$ cat config.mk
export PLATFORM = sky130hd
export DESIGN_NAME = fetch_queue
export DESIGN_NICKNAME = d
export VERILOG_FILES = /design/src/rtl/fetch_queue.sv
export SDC_FILE = /design/constraint.sdc
export NUM_CORES = 1
export LEC_CHECK = 0
export CAP_MARGIN = 10
export CORE_ASPECT_RATIO = 0.6
export CORE_UTILIZATION = 35
export CTS_CLUSTER_SIZE = 10
export DETAILED_ROUTE_END_ITERATION = 6
export PLACE_DENSITY_LB_ADDON = 0.1
export SYNTH_ARGS = -nofsm -noshare
export SYNTH_HDL_FRONTEND = slang
export SYNTH_SLANG_ARGS = --single-unit
export TNS_END_PERCENT = 100
$ cat constraint.sdc
create_clock -name clk -period 4.2 [get_ports clk]
set_input_delay 0.84 -clock clk [delete_from_list [all_inputs] [get_ports clk]]
set_output_delay 0.84 -clock clk [all_outputs]
set_load 0.1 [all_outputs]
$ cat src/rtl/fetch_queue.sv
// Instruction fetch queue: credit-limited sequential fetch, in-order response FIFO, redirect flush.
// Optional same-cycle response-to-decode bypass when FETCHQ_BYPASS_EN is defined.
module fetch_queue #(
  parameter logic [31:0] RESET_PC = 32'h0,
  parameter int          DEPTH    = 4
) (
  input  logic        clk,
  input  logic        rst,
  input  logic        redirect,
  input  logic [31:0] redirect_pc,
  output logic        imem_req_valid,
  output logic [31:0] imem_req_addr,
  input  logic        imem_req_ready,
  input  logic        imem_resp_valid,
  input  logic [31:0] imem_resp_data,
  output logic        out_valid,
  input  logic        out_ready,
  output logic [31:0] out_pc,
  output logic [31:0] out_instr
);
  localparam int AW = $clog2(DEPTH);
  localparam int CW = $clog2(DEPTH + 1);

  logic [CW-1:0] count_q, count_d, inflight_q, inflight_d, discard_q, discard_d;
  logic [AW-1:0] rd_ptr_q, rd_ptr_d, wr_ptr_q, wr_ptr_d;
  logic [31:0]   fetch_pc_q, fetch_pc_d, resp_pc_q, resp_pc_d;
  logic [31:0]   hold_pc_q, hold_pc_d, hold_instr_q, hold_instr_d;
  logic [31:0]   mem_pc    [DEPTH];
  logic [31:0]   mem_instr [DEPTH];

  logic resp_ok, drop, fifo_vld, credit_ok, req_fire, byp, push, pop;

  always_comb begin
    resp_ok   = imem_resp_valid && (inflight_q != '0);
    drop      = resp_ok && (discard_q != '0);
    fifo_vld  = (count_q != '0);
    credit_ok = ({1'b0, count_q} + {1'b0, inflight_q}) < (CW+1)'(DEPTH);
    imem_req_valid = rst && !redirect && credit_ok;
    imem_req_addr  = fetch_pc_q;
    req_fire = imem_req_valid && imem_req_ready;
`ifdef FETCHQ_BYPASS_EN
    byp = !fifo_vld && resp_ok && !drop && !redirect;
`else
    byp = 1'b0;
`endif
    out_valid = rst && (fifo_vld || byp);
    if (fifo_vld) begin
      out_pc    = mem_pc[rd_ptr_q];
      out_instr = mem_instr[rd_ptr_q];
    end else if (byp) begin
      out_pc    = resp_pc_q;
      out_instr = imem_resp_data;
    end else begin
      out_pc    = hold_pc_q;
      out_instr = hold_instr_q;
    end
    pop  = fifo_vld && out_ready;
    // A bypassed word that decode takes this cycle never enters the FIFO
    push = resp_ok && !drop && !(byp && out_ready) && !redirect;
  end

  always_comb begin
    count_d      = count_q;
    inflight_d   = inflight_q;
    discard_d    = discard_q;
    rd_ptr_d     = rd_ptr_q;
    wr_ptr_d     = wr_ptr_q;
    fetch_pc_d   = fetch_pc_q;
    resp_pc_d    = resp_pc_q;
    hold_pc_d    = hold_pc_q;
    hold_instr_d = hold_instr_q;
    if (out_valid) begin
      hold_pc_d    = out_pc;
      hold_instr_d = out_instr;
    end
    if (redirect) begin
      // Everything still outstanding belongs to the old path
      count_d    = '0;
      rd_ptr_d   = '0;
      wr_ptr_d   = '0;
      fetch_pc_d = redirect_pc & ~32'h3;
      resp_pc_d  = redirect_pc & ~32'h3;
      inflight_d = inflight_q - CW'(resp_ok);
      discard_d  = inflight_q - CW'(resp_ok);
    end else begin
      if (req_fire) fetch_pc_d = fetch_pc_q + 32'd4;
      inflight_d = inflight_q + CW'(req_fire) - CW'(resp_ok);
      if (drop) discard_d = discard_q - CW'(1);
      if (resp_ok && !drop) resp_pc_d = resp_pc_q + 32'd4;
      if (push) wr_ptr_d = wr_ptr_q + AW'(1);
      if (pop)  rd_ptr_d = rd_ptr_q + AW'(1);
      count_d = count_q + CW'(push) - CW'(pop);
    end
  end

  always_ff @(posedge clk) begin
    if (!rst) begin
      count_q      <= '0;
      inflight_q   <= '0;
      discard_q    <= '0;
      rd_ptr_q     <= '0;
      wr_ptr_q     <= '0;
      fetch_pc_q   <= RESET_PC;
      resp_pc_q    <= RESET_PC;
      hold_pc_q    <= 32'h0;
      hold_instr_q <= 32'h13;
    end else begin
      count_q      <= count_d;
      inflight_q   <= inflight_d;
      discard_q    <= discard_d;
      rd_ptr_q     <= rd_ptr_d;
      wr_ptr_q     <= wr_ptr_d;
      fetch_pc_q   <= fetch_pc_d;
      resp_pc_q    <= resp_pc_d;
      hold_pc_q    <= hold_pc_d;
      hold_instr_q <= hold_instr_d;
    end
  end

  always_ff @(posedge clk) begin
    if (rst && push) begin
      mem_pc[wr_ptr_q]    <= resp_pc_q;
      mem_instr[wr_ptr_q] <= imem_resp_data;
    end
  end
endmodule

# Yosys cells after proc, flatten, opt, wreduce, memory -nomap -nowiden
# Memories as Yosys holds them, arrays and structs flattened. A register that Yosys moved wholly into a read port is not among the register bits.
# Index checks and enable logic that the tools add are counted.
[totals]
word_cells = 60
ram_bits = 256
reg_bits = 141
input_bits = 70
out_inout_bits = 98
n_memories = 2
[mem_list]
columns = ["name", "depth", "width", "rd", "rd_ports_with_merged_regs", "wr", "line", "text"]
rows = [
  ["mem_instr", 4, 32, 1, 1, 1, "29", "logic [31:0] mem_instr [DEPTH];"],
  ["mem_pc", 4, 32, 1, 1, 1, "28", "logic [31:0] mem_pc [DEPTH];"],
]
[classes]
magnitude_cmp = 1
add_sub_neg = 11
reduce_logical = 19
muxes = 15
bitwise_logic = 1
[op_table]
columns = ["cell", "count"]
rows = [
  ["32-bit 2-to-1 mux", 6],
  ["32-bit by 3-bit adder with 32-bit output (second input constant)", 2],
  ["1-bit logical AND", 10],
  ["3-bit 2-to-1 mux", 3],
  ["3-bit nonzero test", 3],
  ["3-bit by 1-bit subtractor with 3-bit output", 3],
  ["2-bit 2-to-1 mux", 4],
  ["3-bit by 1-bit adder with 3-bit output", 2],
  ["2-bit nonzero test", 3],
  ["2-bit by 1-bit adder with 2-bit output (second input constant)", 2],
  ["3-bit by 3-bit adder with 4-bit output", 1],
  ["4-bit by 3-bit < comparator with 1-bit output (second input constant)", 1],
  ["3-bit by 1-bit subtractor with 3-bit output (second input constant)", 1],
  ["1-bit logical NOT", 2],
  ["1-bit 2-to-1 mux", 2],
  ["2-bit OR reduction", 1],
  ["1-bit inverter", 1],
]

# Depth between registers and ports, before layout
# Gate-level depths: netlist of the first run.
[logic_depth]
ltp_word = 9
mapped_depth = 14
ltp_nobuf = 12

# Least setup slack after synthesis of the first run
# No wires, ideal clock.
[synth_timing]
path_kind = "in2reg"
start = "input imem_resp_valid"
end = "memory mem_instr[0][0] (enable)"
path_stages = 3
arrival_time_ns = 3.080
path_slack_ns = 0.693
path_buffers = 0
setup_ns = 0.427
required_ns = 3.773
cell_sequence = "nand3b_1 nor2_1 and3_1"
[synth_between]
elab_chain_len = 8
[synth_rtl]
columns = ["element", "line", "text"]
rows = [
  ["from (decl)", "14", "input logic imem_resp_valid,"],
  ["1-bit logical AND *", "34", "resp_ok = imem_resp_valid && (inflight_q != '0);"],
  ["1-bit logical AND", "35", "drop = resp_ok && (discard_q != '0);"],
  ["1-bit logical NOT", "59", "push = resp_ok && !drop && !(byp && out_ready) && !redirect;"],
  ["1-bit logical AND * (2 in series)", "59", ""],
  ["1-bit logical AND *", "121", "if (rst && push) begin"],
  ["1-bit 2-to-1 mux *", "121", ""],
  ["1-bit 2-to-1 mux (implied by the code) *", "123", "mem_instr[wr_ptr_q] <= imem_resp_data;"],
  ["to (decl)", "29", ""],
]
# Mark *: on every way between the ends. The rest lies on a longest branch, timed or not.

==> results of run 1 <==
registers in the layout, indices dropped and copies added, names as in the netlist, named ones only:
name,flops
mem_instr,128
inflight_q,3
wr_ptr_q,2
hold_instr_q,32
discard_q,3
count_q,3
hold_pc_q,32
resp_pc_q,30
imem_req_addr,30
rd_ptr_q,2
mem_pc,120
routing by layer:
| layer | GRT usage [%] | up-vias | share of wire (%) |
|---|---|---|---|
| met4 | 3.89 | 0 | 1.4 |
| met3 | 3.35 | 43 | 5.3 |
| met5 | 0 | - | 0 |
| met1 | 27.1 | 4706 | 52 |
| li1 | - | 4349 | - |
| met2 | 23.3 | 231 | 42 |
cell usage after synthesis (2+ instances only):
cell type,number
o21a_1,4
clkbuf_1,39
nand3_1,25
buf_1,2
nor2b_1,3
a32oi_1,2
a21o_1,3
dfxtp_1,139
nand2_1,48
and2_1,68
o21ai_0,33
xnor2_1,13
nand4_1,20
a41oi_1,2
inv_1,16
buf_2,13
nor4_4,4
nor4_1,9
mux4_2,62
buf_4,3
or4_1,3
o311a_1,2
and4_1,7
or2_2,3
xor2_1,28
nor3b_1,4
a211oi_1,6
mux2_2,65
fa_1,2
nand3b_1,4
and3_1,18
a21oi_1,54
edfxtp_1,248
mux2i_1,3
a31oi_1,9
nor3_1,12
o211ai_1,2
nor2_1,27
ha_1,16
cells by family after synthesis:
kind of cell	Yosys count	synth area share, %
other	1	0.0240
xor gates and xnor gates	41	2.30
adders and majority gates	18	1.54
DFF	387	65.5
and+or+nand+nor	264	9.94
muxes	130	13.8
AOI/OAI and AO/OA	129	4.87
buffers and inverters	76	2.07
cell usage in the layout (no fill, tap or decap), drive strengths merged, types with 48 or more instances in the layout:
master and n:
and2 68, mux4 62, a21oi 54, clkbuf 78, clkdlybuf4s50 96, edfxtp 248
buf 90, nand2 48, mux2 65, dfxtp 139
cell type report:
| class | instances | area (um2) |
|---|---|---|
| clock buffers | 78 | 1280 |
| clock inverters | 3 | 45.0 |
| fillers | 3965 | 24500 |
| inverters | 18 | 70.1 |
| multi-input cells | 584 | 5090 |
| flip-flops and latches | 387 | 10200 |
| well taps | 579 | 724 |
| repair buffers | 186 | 1710 |
power by group:
part	switching (W)	leakage, nW	internal, W
logic	0.00164	2.63	0.000640
clock network	0.00152	0.632	0.00207
registers	0.000140	3.39	0.00423
final timing paths:
path	from	to	slack (ps)	depth (start not counted)
worst max-delay path	register	out_instr[3]	600	4
worst min-delay path	hold_pc_q[0]	hold_pc_q[0]	480	1
worst max register to register	inflight_q[2]	inflight_q[2]	1280	12
worst min register to register	hold_pc_q[0]	hold_pc_q[0]	480	1
stage by stage:
step,util [%],area (um2),instances,hold slack (ps)
6_report,43.8,19200,1835,484
5_1_grt,43.8,19200,1835,491
4_1_cts,43.8,19200,1835,483
3_5_place_dp,40.8,17800,1754,468
3_3_place_gp,40.8,17800,1754,462
2_1_floorplan,-,15600,1047,444
==> impl_metrics.py, run 1 <==
metrics = {
    "die": {
        "start_util_pct": 35.8,
        "die-area_um2": 45500,
        "ioPinCount": 168,
        "row_count": 59,
        "die_h_um": 166,
        "core_um2": 43700,
        "die_w_um": 275,
    },
    "place": {
        "port_buffers": 163,
        "pre_cts_slack_ps": 758,
        "hpwl_um": 23900,
        "gp_congestion": 0.786,
    },
    "detailed_routing": {
        "first_iter_violations": 687,
        "routedWlPerCell_um": 20.9,
        "route.detailed.drc": 6,
        "viasPerCell": 5.08,
        "vias": 9329,
        "drt_wl_total_um": 38300,
        "dr.pass1.iters": 7,
        "ant_nets": 0,
    },
    "status": {
        "violations": "design-rule violations",
        "status": "finished, violations left",
    },
    "flow_run": {
        "maxCapViolations": 0,
    },
    "grt": {
        "grt_first_pass_wirelength_um": 58800,
        "grt_max_degree": 88,
        "grt_pass1_vias": 9296,
        "globalRouteOverflowTotal": 0,
        "antenna_found_initial": 0,
        "grtUsageTotal_pct": 17.0,
    },
    "sta": {
        "tightestPinTransition_ps": 1010,
        "slew_violations": 0,
        "finalSetupTns_ps": 0,
        "fin_skew_ps": 15.2,
        "finalWorstSetupSlack_ps": 604,
        "fmax_mhz": 278,
        "slew_headroom_pct": 32.2,
        "min_period_ps": 3600,
        "fin_crit_sh_pct": 85.6,
        "grt_setup_unrepaired": "false",
        "hold_violations": 0,
        "finalSetupViolCount": 0,
    },
    "cts": {
        "cts.reportedPaths.clkPinSlew_ps": 60,
        "numCtsBuffers": 45,
        "htreeDepth": 2,
        "cts_hold_buf": 0,
        "clock_latency_ps": 560,
        "cts_tree": "yes",
        "clockBufferDepth": 3,
        "postCtsSetupBuffers": 0,
        "root_buffer": "clkbuf_16",
        "cts_resized": 0,
        "clock-sinks": 387,
    },
    "power": {
        "total_power_w": 0.0102,
        "power.density_nw_per_um2": 535,
        "p_leak_nw": 6.65,
        "ir_drop_uv": 315,
    },
    "final_layout": {
        "drive_gt1_share_pct": 23.1,
        "n_antenna_cell": 0,
        "nNetsFinal": 1310,
        "syn_to_final_growth_pct": 22.6,
    },
    "yosys": {
        "seq_area_frac_synth_pct": 65.5,
        "ys_ff_latch": 387,
        "synthCells": 1046,
        "synth_area_leaders": "edfxtp_1 (48%), dfxtp_1 (18%), mux4_2 (8.9%)",
        "synth-async-reset-ratio_pct": 0,
        "ys_warn_count": 0,
        "synth_top_area_cell": "edfxtp_1",
        "synth_top_area_share_pct": 47.7,
        "yosysUniqueCellTypes": 64,
        "synth_enable_flop_cells": 248,
        "avgSynthCellArea_um2": 14.9,
        "netlist_area_um2": 15600,
        "synthFlopType": "edfxtp_1",
    },
    "setup_path": {
        "crit_top_cell": "buf_4",
        "cp_data_required_time_ps": 3360,
        "end_kind": "output pin",
        "crit_chain": "buf_4 > mux4_2 > mux2_2 > buf_4",
        "slowest_delay_ps": 720,
        "cp-start-kind": "register",
        "critPathMaxFanout": 28,
        "path_buf_inv": 2,
        "slowest_stage": "dfxtp_4",
        "crit_type": "reg2out",
        "critPathTopFamily": "multiplexers",
        "arrival_ps": 2760,
    },
    "min_path": {
        "hp-class": "reg2reg",
    },
}
Power figures use the tool's default switching activity.
==> run 2, diff against run 1 <==
Settings changed: CORE_ASPECT_RATIO 0.6 to not set.
==> impl_metrics.py, run 2 (synthesis gave the netlist of run 1 again) <==
metrics = {
    "setup_path": {
        "cp_data_required_time_ps": 3360,
        "crit_chain": "buf_4 > mux4_2 > mux2_2 > buf_4",
        "critPathMaxFanout": 23,
        "crit_type": "reg2out",
        "cp-start-kind": "register",
        "ff2ff_setup_slack_ps": 1320,
        "slowest_delay_ps": 660,
        "end_kind": "output pin",
        "critPathTopFamily": "multiplexers",
        "arrival_ps": 2710,
        "crit_top_cell": "buf_4",
        "slowest_stage": "dfxtp_4",
        "path_buf_inv": 2,
    },
    "detailed_routing": {
        "route.detailed.drc": 0,
        "first_iter_violations": 598,
        "viasPerCell": 5.02,
        "dr.pass1.iters": 4,
        "vias": 9267,
        "ant_nets": 0,
        "routedWlPerCell_um": 20.0,
        "drt_wl_total_um": 37000,
    },
    "place": {
        "gp_congestion": 0.767,
        "placed_cells": 1766,
        "port_buffers": 163,
        "hpwl_um": 22800,
    },
    "cts": {
        "htreeDepth": 2,
        "cts_hold_buf": 0,
        "postCtsSetupBuffers": 0,
        "clockBufferDepth": 3,
        "numCtsBuffers": 45,
        "cts_tree": "yes",
        "cts.reportedPaths.clkPinSlew_ps": 60,
        "cts_resized": 0,
        "clock-sinks": 387,
        "root_buffer": "clkbuf_16",
        "clock_latency_ps": 570,
    },
    "sta": {
        "fin_skew_ps": 21.5,
        "fmax_mhz": 282,
        "slew_headroom_pct": 31.7,
        "tightestPinTransition_ps": 1020,
        "slew_violations": 0,
        "hold_violations": 0,
        "fin_crit_sh_pct": 84.4,
        "whs_ps": 474,
        "grt_setup_unrepaired": "false",
        "finalSetupViolCount": 0,
        "min_period_ps": 3550,
        "finalSetupTns_ps": 0,
    },
    "grt": {
        "grt_pass1_vias": 9454,
        "globalRouteOverflowTotal": 0,
        "grtUsageTotal_pct": 16.7,
        "grt_max_degree": 69,
        "grt_first_pass_wirelength_um": 57000,
        "antenna_found_initial": 2,
    },
    "power": {
        "power.density_nw_per_um2": 532,
        "ir_drop_uv": 283,
        "p_leak_nw": 6.66,
    },
    "final_layout": {
        "nNetsFinal": 1309,
        "top_regs": "mem_instr (128), mem_pc (120)",
        "drive_gt1_share_pct": 23.1,
        "final_common_cell": "edfxtp_1",
        "syn_to_final_growth_pct": 22.9,
        "final_cell_mix": "edfxtp_1 (248), dfxtp_1 (137), clkdlybuf4s50_1 (96)",
        "largest_reg_flops": 128,
        "n_antenna_cell": 0,
        "fin_cells": 1846,
        "top_register": "mem_instr",
        "final_util_pct": 43.5,
    },
    "status": {
        "status": "finished clean",
    },
    "die": {
        "core_um2": 44100,
        "ioPinCount": 168,
        "die_h_um": 213,
        "die_w_um": 213,
        "die-area_um2": 45500,
        "row_count": 77,
        "start_util_pct": 35.4,
    },
    "min_path": {
        "hp-class": "reg2reg",
    },
    "flow_run": {
        "maxCapViolations": 0,
    },
}
[run 2: routing by layer]
metal / routed length [um] / global-route usage (%) / vias up
li1: - / - / 4334
met1: 17800 / 24.3 / 4695
met2: 16800 / 25.1 / 187
met3: 1730 / 3.54 / 49
met4: 652 / 4.61 / 2
met5: 11 / 0 / -
[run 2: final cells by class]
type                    count  area (um2)
clock buffers              77        1290
clock inverters             3        41.3
fillers                  4109       24900
inverters                  18        70.1
multi-input cells         584        5090
flip-flops and latches    387       10200
well taps                 592         741
repair buffers            185        1740
[run 2: power breakdown]
| part | switching (W) | total, W | internal (W) | leakage, nW |
|---|---|---|---|---|
| registers | 0.000135 | 0.00437 | 0.00423 | 3.39 |
| logic | 0.00164 | 0.00228 | 0.000637 | 2.63 |
| clock network | 0.00149 | 0.00357 | 0.00208 | 0.636 |
[run 2: worst paths after layout]
path,cells past startpoint,start,endpoint
max,4,register,out_pc[9]
min,1,hold_pc_q[1],hold_pc_q[1]
min reg2reg,1,hold_pc_q[1],hold_pc_q[1]
max reg2reg,12,inflight_q[2],inflight_q[2]
[run 2: worst register-to-register path, delay by kind of cell, from the launching register on]
family                     cells  cell delay (ps)
adders and majority gates      4             1110
and+or+nand+nor                3              650
DFF                            1              450
xor gates and xnor gates       2              290
AOI/OAI and AO/OA              1              190
buffers and inverters          2               80
[run 2: through the flow]
| step | power (W) | worst slack, ps | area [um2] |
|---|---|---|---|
| floorplan | 0.00617 | 693 | 15600 |
| global placement | 0.00674 | 750 | 17900 |
| detailed placement | 0.00675 | 726 | 17900 |
| CTS | 0.0104 | 538 | 19200 |
| global route | 0.0107 | 454 | 19200 |
| finish | 0.0102 | 653 | 19200 |
==> run 3, diff against run 2 <==
Clock period 4.2 ns to 3.2 ns, I/O delays scaled along.
==> impl_metrics.py, run 3 (synthesis gave the netlist of run 1 again) <==
metrics = {
    "status": {
        "status": "finished clean",
    },
    "detailed_routing": {
        "vias": 9283,
        "route.detailed.drc": 0,
        "first_iter_violations": 456,
        "viasPerCell": 4.99,
        "dr.pass1.iters": 5,
        "routedWlPerCell_um": 19.8,
        "ant_nets": 0,
        "drt_wl_total_um": 36800,
    },
    "final_layout": {
        "nNetsFinal": 1318,
        "top_regs": "mem_instr (128), mem_pc (120)",
        "top_register": "mem_instr",
        "drive_gt1_share_pct": 26.1,
        "final_cell_mix": "edfxtp_1 (248), dfxtp_1 (137), buf_12 (74)",
        "final_common_cell": "edfxtp_1",
        "syn_to_final_growth_pct": 28.4,
        "largest_reg_flops": 128,
    },
    "sta": {
        "tightestPinTransition_ps": 945,
        "whs_ps": 474,
        "finalSetupTns_ps": 0,
        "fin_crit_sh_pct": 92.9,
        "hold_violations": 0,
        "slew_violations": 0,
        "fmax_mhz": 336,
        "slew_headroom_pct": 37.0,
        "fin_skew_ps": 20.5,
        "min_period_ps": 2970,
        "finalSetupViolCount": 0,
        "grt_setup_unrepaired": "false",
    },
    "grt": {
        "grt_max_degree": 87,
        "grtUsageTotal_pct": 16.5,
        "globalRouteOverflowTotal": 0,
        "antenna_found_initial": 0,
        "grt_pass1_vias": 9516,
        "grt_first_pass_wirelength_um": 56800,
    },
    "cts": {
        "cts.reportedPaths.clkPinSlew_ps": 60,
        "clock-sinks": 387,
        "clock_latency_ps": 550,
        "clockBufferDepth": 3,
        "htreeDepth": 2,
        "root_buffer": "clkbuf_16",
        "cts_tree": "yes",
        "numCtsBuffers": 46,
    },
    "power": {
        "p_int_w": 0.00964,
        "sequentialPowerShare_pct": 40.7,
        "p_switching_w": 0.00441,
        "clkPwrFrac_pct": 34.0,
        "p_sw_share_pct": 31.4,
        "p_comb_share_pct": 25.3,
        "p_leak_nw": 6.97,
        "ir_drop_uv": 360,
        "power.density_nw_per_um2": 700,
    },
    "die": {
        "die_h_um": 213,
        "core_um2": 44100,
        "row_count": 77,
        "die-area_um2": 45500,
        "ioPinCount": 168,
        "start_util_pct": 35.4,
        "die_w_um": 213,
    },
    "setup_path": {
        "end_kind": "output pin",
        "crit_type": "reg2out",
        "arrival_ps": 2330,
        "cp-start-kind": "register",
        "critPathMaxFanout": 41,
        "cp_data_required_time_ps": 2560,
    },
    "place": {
        "gp_congestion": 0.777,
        "hpwl_um": 22700,
        "port_buffers": 163,
    },
    "min_path": {
        "hp-class": "reg2reg",
    },
    "flow_run": {
        "maxCapViolations": 0,
    },
}
[run 3: cell count changes in the layout (fill, tap and decap cells not counted), moves of 2 or more]
cell	delta
buf_4	-28
clkdlybuf4s50_1	-30
clkbuf_8	+2
clkbuf_1	+3
buf_12	+65
inv_6	+2
[run 3: path summary, 6_finish.rpt]
| path | start | to | slack [ps] | cells past startpoint |
|---|---|---|---|---|
| worst min register to register | hold_pc_q[0] | hold_pc_q[0] | 470 | 1 |
| worst min-delay path | hold_pc_q[0] | hold_pc_q[0] | 470 | 1 |
| worst max-delay path | count_q[1] | out_pc[6] | 230 | 5 |
| worst max register to register | inflight_q[2] | inflight_q[2] | 390 | 12 |
[run 3: power groups by stage]
stage	registers [W]	clock network, W	logic (W)
final	0.00572	0.00478	0.00355
after global routing	0.00575	0.00513	0.00373
after CTS	0.00573	0.00494	0.00360
after detailed placement	0.00583	0	0.00359
after global placement	0.00582	0	0.00358
after floorplan	0.00594	0	0.00216
[run 3: critical path: stages, from the launching register on]
cell and delay (ps):
dfxtp_1 360, nor3_2 240, buf_12 300, buf_12 240, mux2_2 420, buf_12 180
[run 3: routing by layer]
layer | global-route usage [%] | part of all wire, % | vias up
met5 | 0 | 0 | -
met4 | 5.02 | 2.2 | 0
met3 | 3.02 | 5.1 | 61
met2 | 26.4 | 47 | 200
met1 | 22.8 | 46 | 4650
li1 | - | - | 4372
[run 3: stage by stage]
stage	setup WS [ps]	utilization, %	std cells	instance area [um2]	power (W)
finish	227	45.5	1861	20100	0.0141
global route	112	45.5	1860	20100	0.0146
CTS	22.9	45.4	1858	20000	0.0143
detailed placement	125	42.3	1772	18700	0.00942
global placement	115	42.3	1772	18700	0.00940
floorplan	297	-	1047	15600	0.00809
[run 3: layout make-up]
class	count	area, um2
clock buffer	82	1330
multi-input combinational	584	5090
sequential	387	10200
timing repair buffer	193	2560
fill	4006	24100
antenna	1	2.50
tap	592	741
inverter	18	70.1
clock inverter	4	40.0
[run 3: what timing repair did]
| item | 4_1_cts | 5_1_grt |
|---|---|---|
| hold buffers | 0 | 0 |
| gates resized for setup | 0 | 1 |
| setup endpoints to repair | 0 | 3 |
| setup buffers | 0 | 2 |
| endpoints found under the hold margin | 0 | 0 |
